File: src/rtl/run_sequencer.sv
// run_sequencer: runs the latched 8-phase wash programme, counts each phase
// down in time units and drives the valve and motor enables.
module run_sequencer #(
    parameter int unsigned TICKS_PER_UNIT = 50_000_000
) (
    input  logic        cp,
    input  logic        rst_n,
    input  logic [2:0]  state,
    input  logic [25:0] data,
    output logic [3:0]  phase,
    output logic [3:0]  remain,
    output logic [6:0]  total_remain,
    output logic        valve_in,
    output logic        valve_out,
    output logic        motor_wash,
    output logic        motor_spin,
    output logic        busy,
    output logic        done
);
    localparam int PW = (TICKS_PER_UNIT > 1) ? $clog2(TICKS_PER_UNIT) : 1;

    localparam logic [2:0] ST_RUN   = 3'd3;
    localparam logic [2:0] ST_ERR   = 3'd4;
    localparam logic [2:0] ST_PAUSE = 3'd5;

    localparam logic [3:0] IDLE   = 4'd0;
    localparam logic [3:0] FILL1  = 4'd1;
    localparam logic [3:0] WASH   = 4'd2;
    localparam logic [3:0] DRAIN1 = 4'd3;
    localparam logic [3:0] SPIN1  = 4'd4;
    localparam logic [3:0] FILL2  = 4'd5;
    localparam logic [3:0] RINSE  = 4'd6;
    localparam logic [3:0] DRAIN2 = 4'd7;
    localparam logic [3:0] SPIN2  = 4'd8;

    // Duration field belonging to a phase; IDLE has no field.
    function automatic logic [3:0] field_of(input logic [25:0] w, input logic [3:0] p);
        case (p)
            FILL1:   field_of = {1'b0, w[25:23]};
            WASH:    field_of = w[22:19];
            DRAIN1:  field_of = {1'b0, w[18:16]};
            SPIN1:   field_of = {1'b0, w[15:13]};
            FILL2:   field_of = {1'b0, w[12:10]};
            RINSE:   field_of = w[9:6];
            DRAIN2:  field_of = {1'b0, w[5:3]};
            SPIN2:   field_of = {1'b0, w[2:0]};
            default: field_of = 4'd0;
        endcase
    endfunction

    // First phase after cur whose field is nonzero, IDLE if none remain.
    function automatic logic [3:0] next_after(input logic [25:0] w, input logic [3:0] cur);
        next_after = IDLE;
        for (int i = 8; i >= 1; i--)
            if (4'(i) > cur && field_of(w, 4'(i)) != 4'd0) next_after = 4'(i);
    endfunction

    function automatic logic [6:0] sum_fields(input logic [25:0] w);
        sum_fields = 7'd0;
        for (int i = 1; i <= 8; i++)
            sum_fields = sum_fields + {3'b000, field_of(w, 4'(i))};
    endfunction

    logic [3:0]    phase_q, phase_d;
    logic [3:0]    remain_q, remain_d;
    logic [6:0]    total_q, total_d;
    logic [PW-1:0] presc_q, presc_d;
    logic [25:0]   word_q, word_d;
    logic [2:0]    prev_q;
    logic          done_q, done_d;

    logic load, unit_evt, run_q;
    logic [3:0] nxt;

    // A fresh entry into run loads the programme; resuming from pause, or from
    // error with a programme still active, continues where it was frozen.
    assign load     = (state == ST_RUN) &&
                      !(prev_q == ST_RUN || prev_q == ST_PAUSE ||
                        (prev_q == ST_ERR && phase_q != IDLE));
    assign unit_evt = (presc_q == PW'(TICKS_PER_UNIT - 1));
    assign nxt      = next_after(word_q, phase_q);

    // State register: phase FSM plus its counters and the latched word.
    always_ff @(posedge cp or negedge rst_n) begin
        if (!rst_n) begin
            phase_q  <= IDLE;
            remain_q <= 4'd0;
            total_q  <= 7'd0;
            presc_q  <= '0;
            word_q   <= 26'd0;
            prev_q   <= 3'd0;
            done_q   <= 1'b0;
        end else begin
            phase_q  <= phase_d;
            remain_q <= remain_d;
            total_q  <= total_d;
            presc_q  <= presc_d;
            word_q   <= word_d;
            prev_q   <= state;
            done_q   <= done_d;
        end
    end

    // Next-state: load, count down / advance, abort, or hold (pause/error).
    always_comb begin
        phase_d  = phase_q;
        remain_d = remain_q;
        total_d  = total_q;
        presc_d  = presc_q;
        word_d   = word_q;
        done_d   = 1'b0;
        if (load) begin
            word_d   = data;
            presc_d  = '0;
            phase_d  = next_after(data, IDLE);
            remain_d = field_of(data, phase_d);
            total_d  = sum_fields(data);
            done_d   = (phase_d == IDLE);
        end else if (state == ST_RUN && phase_q != IDLE) begin
            if (unit_evt) begin
                presc_d = '0;
                if (remain_q == 4'd1) begin
                    phase_d  = nxt;
                    remain_d = field_of(word_q, nxt);
                    total_d  = (nxt == IDLE) ? 7'd0 : total_q - 7'd1;
                    done_d   = (nxt == IDLE);
                end else begin
                    remain_d = remain_q - 4'd1;
                    total_d  = total_q - 7'd1;
                end
            end else begin
                presc_d = presc_q + PW'(1);
            end
        end else if (phase_q != IDLE && state != ST_ERR && state != ST_PAUSE) begin
            phase_d  = IDLE;
            remain_d = 4'd0;
            total_d  = 7'd0;
            presc_d  = '0;
        end
    end

    assign run_q = (prev_q == ST_RUN);

    // Outputs: actuators decode registered phase, gated by registered run.
    always_comb begin
        phase        = phase_q;
        remain       = remain_q;
        total_remain = total_q;
        busy         = (phase_q != IDLE);
        done         = done_q;
        valve_in     = run_q && (phase_q == FILL1 || phase_q == FILL2);
        valve_out    = run_q && (phase_q == DRAIN1 || phase_q == DRAIN2 ||
                                 phase_q == SPIN1  || phase_q == SPIN2);
        motor_wash   = run_q && (phase_q == WASH || phase_q == RINSE);
        motor_spin   = run_q && (phase_q == SPIN1 || phase_q == SPIN2);
    end
endmodule

File: config.mk
export PLATFORM = sky130hd
export DESIGN_NAME = run_sequencer
export DESIGN_NICKNAME = d
export VERILOG_FILES = /design/src/rtl/run_sequencer.sv
export SDC_FILE = /design/constraint.sdc
export NUM_CORES = 1
export LEC_CHECK = 0
export ABC_AREA = 1
export BUFFER_PORTS_ARGS = -buffer_cell sky130_fd_sc_hd__buf_2
export CAP_MARGIN = 20
export CORE_MARGIN = 4
export CORE_UTILIZATION = 45
export CTS_BUF_LIST = sky130_fd_sc_hd__clkbuf_8
export CTS_CLUSTER_SIZE = 40
export DETAILED_ROUTE_END_ITERATION = 8
export PLACE_DENSITY = 0.6
export SLEW_MARGIN = 10
export SYNTH_ARGS = -nofsm -noshare
export SYNTH_HDL_FRONTEND = slang
export SYNTH_SLANG_ARGS = --single-unit
File: constraint.sdc
create_clock -name cp -period 3.8 [get_ports cp]
set_input_delay 0.76 -clock cp [delete_from_list [all_inputs] [get_ports cp]]
set_output_delay 0.76 -clock cp [all_outputs]
set_load 0.01 [all_outputs]
Word level (Yosys, flattened, before mapping)

Cells that the tools add are included.
W data, S select, Z words.

Register bits after elaboration: 71
Latch bits: 0
RAM bits: 0
Bits in read-only memories: 0
Bits of input ports: 31
Output and inout bits: 21
Word-level logic and storage cells: 157
Memories kept: 0

Add/sub/neg operators: 10
Multipliers: 0
Divide/modulo/power cells: 0
$lt $le $gt $ge: 8
Equality and inequality tests: 34
Shift-type cells: 0
Multiplexer cells: 50
Bitwise operators: 0
Reduce and logical (&&, ||, !) cells: 48

Operators with widths:

| kind                    | number |
|---|---|
| $mux W4                 | 34 |
| $mux W26                | 4 |
| $reduce_bool A4 Y1      | 17 |
| $pmux W4 S8             | 2 |
| $eq A4 B3 Y1 const B    | 12 |
| $mux W7                 | 6 |
| $add A7 B4 Y7           | 4 |
| $add A26 B1 Y26 const B | 1 |
| $eq A26 B26 Y1 const B  | 1 |
| $eq A4 B2 Y1 const B    | 6 |
| $logic_and A1 B1 Y1     | 17 |
| $eq A4 B1 Y1 const B    | 4 |
| $gt A3 B4 Y1 const A    | 4 |
| $eq A4 B4 Y1 const B    | 3 |
| $ne A3 B3 Y1 const B    | 3 |
| $gt A2 B4 Y1 const A    | 2 |
| $logic_not A4 Y1        | 2 |
| $logic_or A1 B1 Y1      | 8 |
| $add A6 B4 Y7           | 1 |
| $sub A7 B1 Y7 const B   | 1 |
| $add A5 B4 Y6           | 1 |
| $eq A3 B2 Y1 const B    | 2 |
| $eq A3 B3 Y1 const B    | 2 |
| $add A4 B4 Y5           | 1 |
| other kinds (9)         | 12 |

Longest topological paths before layout

Depth after elaboration: 19
Mapped depth: 16
Mapped depth without buffers: 16

Worst setup path after synthesis

No wires, ideal clock.

Path kind: input to register
Start point: input port data[2]
End point: register total_q[6] (netlist: total_remain[6])
Setup time: 0.129 ns
Arrival time: 3.841 ns
Required time: 3.671 ns
Slack: -0.170 ns
Stages on the path: 12
Path buffers: 0
Cell sequence: fa_1 fa_1 inv_1 fa_1 fa_1 inv_1 ha_1 fa_1 nand2_1 a21oi_1 o21ai_0 a31oi_1

Longest elaborated chain between the ends: 3

Ends and longest elaborated chain:

| what                 | line | text |
|---|---|---|
| from (decl)          | 9    | `input logic [25:0] data,` |
| $mux W4              | 112  | `if (load) begin` |
| $add A7 B4 Y7        | 61   | `sum_fields = sum_fields + {3'b000, field_of(w, 4'(i))};` |
| $mux W7              | 112  |  |
| to (signal assigned) | 96   | `total_q <= total_d;` |
| to (decl)            | 66   | `logic [6:0] total_q, total_d;` |

Every way passes these cells. The select of a mux whose other input is x is not followed.
A chain may end at the register's enable or synchronous reset.

Worst setup path after layout

Start point: input port data[18]
End point: register total_q[4] (netlist: total_remain[4])

Longest elaborated chain between the ends: 8

Ends and longest elaborated chain:

| what                        | line |
|---|---|
| $mux W4                     | 112 |
| $add A5 B4 Y6               | 61 |
| $add A6 B4 Y7               | 61 |
| $add A7 B4 Y7 (4 in series) | 61 |
| $mux W7                     | 112 |

Every way passes these cells. The select of a mux whose other input is x is not followed.

==> metrics.txt <==
status completed; peak supply drop 0.301 mV; I/O pins 52; GP Congestion 0.925; post-synth cell types 42; slew margin rel. 45.2%; DRT iter0 DRCs 440; Fin Setup TNS 0 ns; GR met1 Demand/Resource 32.4%; Post-synth top cells nand2_1 (130), inv_1 (110), dfrtp_1 (71); P_leak 0.00307 µW; first-pass GRT wire length 23500 µm; crit path launch type input port; drc violations 0; # nets final 850; post-synthesis sequential area ratio 33.8%; DP Area 0.00588 mm²; most numerous cell in the Yosys netlist nand2_1; Area contributors post-synth dfrtp_1 (34%), nand2_1 (9.3%), inv_1 (7.9%); CP required 4.04 ns; Finished Core Util 53.4%; asr flop ratio synth 100%; fill count 1130; Initial Utilization 46.1%; DRT Wirelength 13900 µm; grt total ovfl 0; pre-CTS WS -0.285 ns; Synth Instances 705; Max Transition Viols Final 0; Std-Cell Rows 39; largest net degree at the start of global routing 55; M3 GR Usage 4.15%; antenna-violating nets left 0; detailed-route vias per instance 5.26; M2 GR Usage 33.4%; PortBufs 51; syn_nets 770; cts bufs inserted 9; RSZ-0062 raised after global routing no; CP arrival 3.90 ns; clk_skew 0.0150 ns; Max Cap Viol 0; area leader, netlist dfrtp_1; hold buffers post-CTS 0; Chip Height 116 µm; hold_ws 0.482 ns; Worst Setup End Kind flop; initial antenna violation count 0; crit-path max FO 2; layout cells sized above 1 20.4%; Initial DRT Pass Iterations 6; Period minus WS final 3.66 ns; Die Span X 116 µm; Hold Violations, Final 0; Area Growth Syn to Fin 15.9%; Setup CP Type input port to flop; CTS Sinks 71; synthesized area per cell 7.46 µm²; drt wl/cell 14.9 µm; EDFF count, synth 0; htree depth 3; yosys warns 0; Root Buffer clkbuf_8; fin crit share 96.3%; core area 0.0114 mm²; Post-DP HPWL 11100 µm; Worst-Skew Late Latency 0.37 ns; final instance area 0.00610 mm²; Post-Syn Area 0.00526 mm²; Total GRT Usage 22.3%; vias in the first global route 4784; Via Count 4905; DIE AREA 0.0135 mm²; Min-Delay Path Class input port to async pin; CTS clk-pin slew, worst paths 0.09 ns; gr busiest metal met2; Slew @ Worst Pin 0.822 ns; final setup margin 0.140 ns; Finish-stage setup viols 0; CTS max path bufs 2; Pwr Density 511 mW/mm²; highest clock rate 273 MHz; share of the synthesized area in the top cell type 33.8%; CTS tree done; number of antenna repair diodes 0; register bit count reported by yosys 71; ys flop type dfrtp_1
-- layer usage --
layer / part of all wire, % / up-vias
met5: 0 / -
met4: 2.4 / 0
met3: 5.6 / 23
met2: 44 / 143
met1: 48 / 2283
li1: - / 2456
-- layout by cell type (no fill, tap or decap), drive strengths merged, types with 3 or more instances in the layout --
master / synthesis / final
ha: 15 / 15
xor2: 8 / 8
a31oi: 5 / 5
nand2: 147 / 147
a22oi: 5 / 5
fa: 19 / 19
clkinv: 1 / 3
o21ai: 49 / 49
nor3: 18 / 18
a21oi: 42 / 42
nand4: 33 / 33
buf: 7 / 82
nand3: 58 / 58
dfrtp: 71 / 71
clkbuf: 6 / 10
inv: 121 / 123
nor2: 86 / 86
-- critical path, cell delays in order --
cell,delay [ns]
buf_2,0.12
fa_1,0.50
fa_1,0.52
inv_1,0.05
fa_1,0.47
fa_1,0.49
inv_1,0.06
ha_4,0.16
fa_2,0.37
nor2_2,0.11
nor2_1,0.05
a21oi_1,0.17
a22oi_1,0.08
-- metrics by stage --
step,std cells,total power (µW)
after floorplan,705,2070
after detailed placement,916,2490
after global routing,933,3400
after CTS,932,3120
final,933,3120
after global placement,916,2460
-- final timing paths --
kind,from,endpoint,slack (ns),cells after the start
setup / recovery,data[18],total_remain[4],0.14,13
hold / removal,rst_n,phase[3],0.48,1
setup reg to reg,phase[2],presc_q[24],1.39,12
hold reg to reg,word_q[14],word_q[14],0.50,2
max in group asynchronous,rst_n,presc_q[24],2.63,2
min in group cp,word_q[14],word_q[14],0.50,2
-- where the power goes --
part	internal [µW]	switching (µW)	total, µW
logic	546	905	1450
registers	897	145	1040
clock network	319	305	624
total	1760	1360	3120
-- area by class of cell --
cell class | instances | area (µm²) | area share, %
timing repair buffer | 82 | 500 | 8.21
clock inverter | 6 | 60.1 | 0.985
multi-input combinational | 499 | 2980 | 49.0
clock buffer | 10 | 138 | 2.26
sequential | 71 | 1780 | 29.1
tap | 143 | 179 | 2.94
inverter | 122 | 458 | 7.51
-- cells by family (layout without fill, tap and decap cells) --
group                      Yosys count  in the layout  share of synthesized area, %
adders and majority gates           34             34                          10.8
and+or+nand+nor                    346            346                          32.2
buffers and inverters              135            220                          9.85
AOI/OAI and AO/OA                  110            110                          11.9
DFF                                 71             71                          33.8
xor gates and xnor gates             9              9                          1.50
-- flip-flops by register name, indices dropped and copies added, names as in the netlist --
name / flops
word_q: 26
done: 1
prev_q: 3
phase: 4
presc_q: 26
remain: 4
total_remain: 7
-- what timing repair did --
action                     CTS  global route
resized for setup            0             4
setup buffers                0             1
setup endpoints to repair    0             1
(Power assumes the default switching activity.)
